--- src/rtl/ysyx_25030077_ifu_pkg.sv ---
// Shared types and constants for the ysyx_25030077 instruction fetch unit.
package ysyx_25030077_ifu_pkg;

  localparam int unsigned INST_W = 32;
  localparam logic [31:0] RESET_PC_DEF = 32'h8000_0000;

  typedef enum logic [2:0] {
    ST_IDLE  = 3'd0,
    ST_REQ   = 3'd1,
    ST_WAIT  = 3'd2,
    ST_VALID = 3'd3,
    ST_HALT  = 3'd4
  } state_e;

endpackage

--- src/rtl/ysyx_25030077_ifu.sv ---
// Instruction fetch unit: owns the PC, fetches one word at a time, halts on faults.
// Optional: YSYX_25030077_IFU_MISALIGN_CHECK_EN halts on a misaligned next PC.
module ysyx_25030077_ifu
  import ysyx_25030077_ifu_pkg::*;
#(
  parameter logic [31:0] RESET_PC = RESET_PC_DEF
) (
  input  logic              clock,
  input  logic              reset,
  input  logic [31:0]       io_pc_next,
  input  logic              io_is_unknown_instruction,
  output logic              io_imem_req_valid,
  input  logic              io_imem_req_ready,
  output logic [31:0]       io_imem_req_addr,
  input  logic              io_imem_resp_valid,
  input  logic [INST_W-1:0] io_imem_resp_data,
  input  logic              io_imem_resp_err,
  output logic              io_inst_valid,
  input  logic              io_inst_ready,
  output logic [INST_W-1:0] io_instruction,
  output logic [31:0]       io_pc_count,
  output logic [31:0]       io_retired,
  output logic              io_halted,
  output logic              io_fault
);

  state_e            state_q, state_d;
  logic [31:0]       pc_q, pc_d;
  logic [INST_W-1:0] inst_q, inst_d;
  logic [31:0]       retired_q, retired_d;
  logic              fault_q, fault_d;

  always_ff @(posedge clock) begin
    if (reset) begin
      state_q   <= ST_IDLE;
      pc_q      <= RESET_PC;
      inst_q    <= '0;
      retired_q <= '0;
      fault_q   <= 1'b0;
    end else begin
      state_q   <= state_d;
      pc_q      <= pc_d;
      inst_q    <= inst_d;
      retired_q <= retired_d;
      fault_q   <= fault_d;
    end
  end

  always_comb begin
    state_d   = state_q;
    pc_d      = pc_q;
    inst_d    = inst_q;
    retired_d = retired_q;
    fault_d   = fault_q;
    unique case (state_q)
      ST_IDLE: state_d = ST_REQ;
      ST_REQ: begin
        if (io_imem_req_ready) state_d = ST_WAIT;
      end
      ST_WAIT: begin
        if (io_imem_resp_valid) begin
          if (io_imem_resp_err) begin
            state_d = ST_HALT;
            fault_d = 1'b1;
          end else begin
            inst_d  = io_imem_resp_data;
            state_d = ST_VALID;
          end
        end
      end
      ST_VALID: begin
        if (io_inst_ready) begin
          if (io_is_unknown_instruction) begin
            state_d = ST_HALT;
`ifdef YSYX_25030077_IFU_MISALIGN_CHECK_EN
          end else if (io_pc_next[1:0] != 2'b00) begin
            state_d = ST_HALT;
            fault_d = 1'b1;
`endif
          end else begin
            pc_d      = io_pc_next;
            retired_d = retired_q + 32'd1;
            state_d   = ST_REQ;
          end
        end
      end
      ST_HALT: state_d = ST_HALT;
      default: state_d = ST_IDLE;
    endcase
  end

  // Valids decode straight from the state register.
  assign io_imem_req_valid = (state_q == ST_REQ);
  assign io_inst_valid     = (state_q == ST_VALID);
  assign io_halted         = (state_q == ST_HALT);
  assign io_imem_req_addr  = pc_q;
  assign io_pc_count       = pc_q;
  assign io_instruction    = inst_q;
  assign io_retired        = retired_q;
  assign io_fault          = fault_q;

endmodule

--- config.mk ---
export PLATFORM = sky130hd
export DESIGN_NAME = ysyx_25030077_ifu
export DESIGN_NICKNAME = d
export VERILOG_FILES = /design/src/rtl/ysyx_25030077_ifu_pkg.sv /design/src/rtl/ysyx_25030077_ifu.sv
export SDC_FILE = /design/constraint.sdc
export NUM_CORES = 1
export LEC_CHECK = 0
export ABC_AREA = 1
export CAP_MARGIN = 20
export CORE_ASPECT_RATIO = 0.75
export CORE_MARGIN = 1.5
export CORE_UTILIZATION = 42
export CTS_CLUSTER_SIZE = 14
export DETAILED_ROUTE_END_ITERATION = 8
export GPL_ROUTABILITY_DRIVEN = 0
export PLACE_DENSITY = 0.9
export SYNTH_ARGS = -nofsm -noshare
export SYNTH_HDL_FRONTEND = slang
export SYNTH_SLANG_ARGS = --single-unit
--- constraint.sdc ---
create_clock -name clock -period 1.8 [get_ports clock]
set_input_delay 0.54 -clock clock [delete_from_list [all_inputs] [get_ports clock]]
set_output_delay 0.54 -clock clock [all_outputs]
set_load 0.03 [all_outputs]
==> metrics.cfg, run 1 <==
[job]
maxCapViolations = 0

[final_layout]
final_cell_mix = nand2_1, nor2_1, dlygate4sd2_1, dfxtp_1, clkdlybuf4s50_1
final_area_mm2 = 0.006908
drive_above_1_share = 0.1004
fillers = 928
mostFrequentLayoutCell = nand2_1
fin_nets = 914
syn2layout_area_growth_pct = 53.02
diodes = 0
final_cells = 983
final_util = 0.6661

[placement]
dp_hpwl_um = 9672
numPortBuffers = 202
postPlaceCellArea_mm2 = 0.006663
place_inst = 964

[floorplanning]
die_h_um = 92.79
core_mm2 = 0.01037
die_w_um = 122.7
initial_core_util = 0.4353
rows = 32
dieArea_mm2 = 0.01139
io_pins = 203

[yosys]
synth_xor_area_frac = 0.005820
synth_seq_cells = 100
synth-compound-area-share = 0.09922
synth_top_family_by_area = simple AND/OR/NAND/NOR gates
syn-instance-count = 644
synth_ff_type = dfxtp_1
synth.net_count = 716
synth_area_mm2 = 0.004514
synthDistinctLibCells = 33
synth_edf_count = 0
yosys_warnings = 0
synthMuxAreaShare = 0
yosys.area_share.simple = 0.3312
async_reset_ff_frac = 0
synth_fa_ha_area_frac = 0.002772
avgSynthCellArea_um2 = 7.010
yosysSeqAreaShare = 0.4435

[worst_setup_path]
worstPathMaxFanout = 4
rr_endpoint = io_retired[16]$_SDFFE_PP0P_
crit_start = state_q[1]$_SDFFE_PP0P_
arrival_ns = 1.24
criticalPathCategory = register to output pin
end_kind = output pin
cp-endpoint = io_inst_valid
reg2reg_depth = 7
r2r-start = state_q[1]$_SDFFE_PP0P_
reg2reg_slack_ns = 0.09
cp.required_ns = 1.26
critPathLaunchType = register

[timing]
fin_skew_ns = 0.006711
min_period_over_period = 0.9901
rsz0062_at_grt = yes
setup_violations = 0
worst_slew_pin_slew_ns = 0.3634
period_minus_slack_ns = 1.782
finalSetupTns_ns = 0
slew_viol_final = 0
slew_headroom = 0.7587
max_freq_mhz = 561.1
report.final.hold_viol_count = 0

[routing]
routedWlPerCell_um = 13.83
routed_wl_um = 13600
drt-vias-per-instance = 4.876
vias = 4793
first_iter_violations = 331
final_antenna_net_count = 0
drc = 0
drt_first_pass_iters = 5

[global_routing]
grt_pass1_vias = 4517
grt_max_degree = 53
grt.total_usage = 0.2360
overflow = 0
grt_pass1_wl_um = 21370
antenna_found_initial = 0

[cts]
cts.sinks = 100
cts.path.max_buffers = 2
insertion_delay_ns = 0.34
clk_pin_slew_ns = 0.07
htree_levels = 3
cts_buffers = 9
root_buffer = clkbuf_16
cts_tree = built

[power_and_ir_drop]
p_leak_nw = 3.297
ir_worst_vdd_mv = 0.5772
powerDensity_mw_per_mm2 = 855.2

[hold_path]
hold_class = register to register

[run_status]
outcome = finished clean

[cells in the mapped netlist (2+ instances only)]
cell type | number | area share
inv_2 | 2 | 0.0017
buf_1 | 2 | 0.0017
o21ai_0 | 35 | 0.039
inv_1 | 45 | 0.037
nor3_2 | 2 | 0.0044
nor2_1 | 132 | 0.11
nor2_4 | 3 | 0.0075
buf_6 | 2 | 0.0050
nand4_1 | 11 | 0.015
xnor2_1 | 2 | 0.0039
buf_4 | 32 | 0.053
nand2_1 | 154 | 0.13
nor3_1 | 8 | 0.0089
nand3_2 | 3 | 0.0067
nor2_2 | 4 | 0.0055
buf_2 | 7 | 0.0078
a31oi_1 | 2 | 0.0028
and3_1 | 2 | 0.0028
dfxtp_1 | 100 | 0.44
clkbuf_1 | 13 | 0.011
nand3_1 | 26 | 0.029
a21oi_1 | 46 | 0.051
[repair_timing]
item | CTS | global route
endpoints found under the hold margin | 0 | 0
resized for setup | 131 | 9
cloned | 0 | 2
buffers inserted | 0 | 1
endpoints found under the setup margin | 130 | 21
pin swaps | 1 | 4
hold buffers | 0 | 0
[flip-flops by register name, summed over array words and instances, names as in the netlist]
register          flops
io_retired           32
state_q               3
io_fault              1
io_instruction       32
io_imem_req_addr     32
[metal layers]
metal	share of wire	global-route usage	wire length (um)	vias to the layer above
met3	0.094	0.08682	1284	25
met1	0.42	0.2908	5669	2129
li1	-	-	-	2415
met4	0.016	0.05039	211	0
met5	0	0	0	-
met2	0.47	0.3926	6431	224
[cell families after synthesis]
logic type                 count (synthesis)
and+or+nand+nor                          350
adders and majority gates                  1
xor gates and xnor gates                   3
AOI/OAI and AO/OA                         87
DFF                                      100
buffers and inverters                    103
[report_power, final]
group          internal, mW  switching, mW
clock network          1.44          0.845
registers              2.34         0.0991
logic                 0.473          0.707
total                  4.26           1.65
[how the worst min path moves through the flow]
stage	start	end	cells past startpoint
global placement	io_fault$_SDFFE_PP0P_	io_fault$_SDFFE_PP0P_	2
floorplan	state_q[2]$_SDFFE_PP0P_	state_q[2]$_SDFFE_PP0P_	2
global route	io_imem_req_addr[2]$_SDFFE_PP0P_	io_imem_req_addr[2]$_SDFFE_PP0P_	2
finish	io_imem_req_addr[11]$_SDFFE_PP0P_	io_imem_req_addr[11]$_SDFFE_PP0P_	2
detailed placement	io_instruction[21]$_SDFFE_PP0P_	io_instruction[21]$_SDFFE_PP0P_	2
CTS	io_imem_req_addr[14]$_SDFFE_PP0P_	io_imem_req_addr[14]$_SDFFE_PP0P_	2
[layout make-up]
class / instances / area (um^2) / share of cell area
multi-input combinational: 443 / 2013 / 0.2914
clock buffer: 11 / 252.7 / 0.03659
tap: 136 / 170.2 / 0.02463
sequential: 100 / 2004 / 0.2902
inverter: 47 / 178.9 / 0.02590
timing repair buffer: 241 / 2182 / 0.3159
clock inverter: 5 / 106.4 / 0.01540
[per-stage QoR]
| step | worst slack (ns) | power, mW | hold slack (ns) |
|---|---|---|---|
| global placement | -0.2231 | 3.694 | 0.4564 |
| global route | -0.05058 | 6.166 | 0.4995 |
| CTS | 0.03293 | 5.917 | 0.4769 |
| finish | 0.01785 | 5.908 | 0.4699 |
| floorplan | 0.06885 | 3.194 | 0.5810 |
| detailed placement | -0.2631 | 3.719 | 0.4698 |
[critical path: stages, from the launching register on]
cell	delay, ns
dfxtp_1	0.44
nand2_2	0.13
nor2_4	0.15
buf_4	0.18
Note: power is estimated with default switching activity, not from simulation.
==> run 2, diff against run 1 <==
CAP_MARGIN = 25   (was 20)
==> results of run 2 <==
Same layout as run 1: the final DEF is identical, and so are final timing and power.
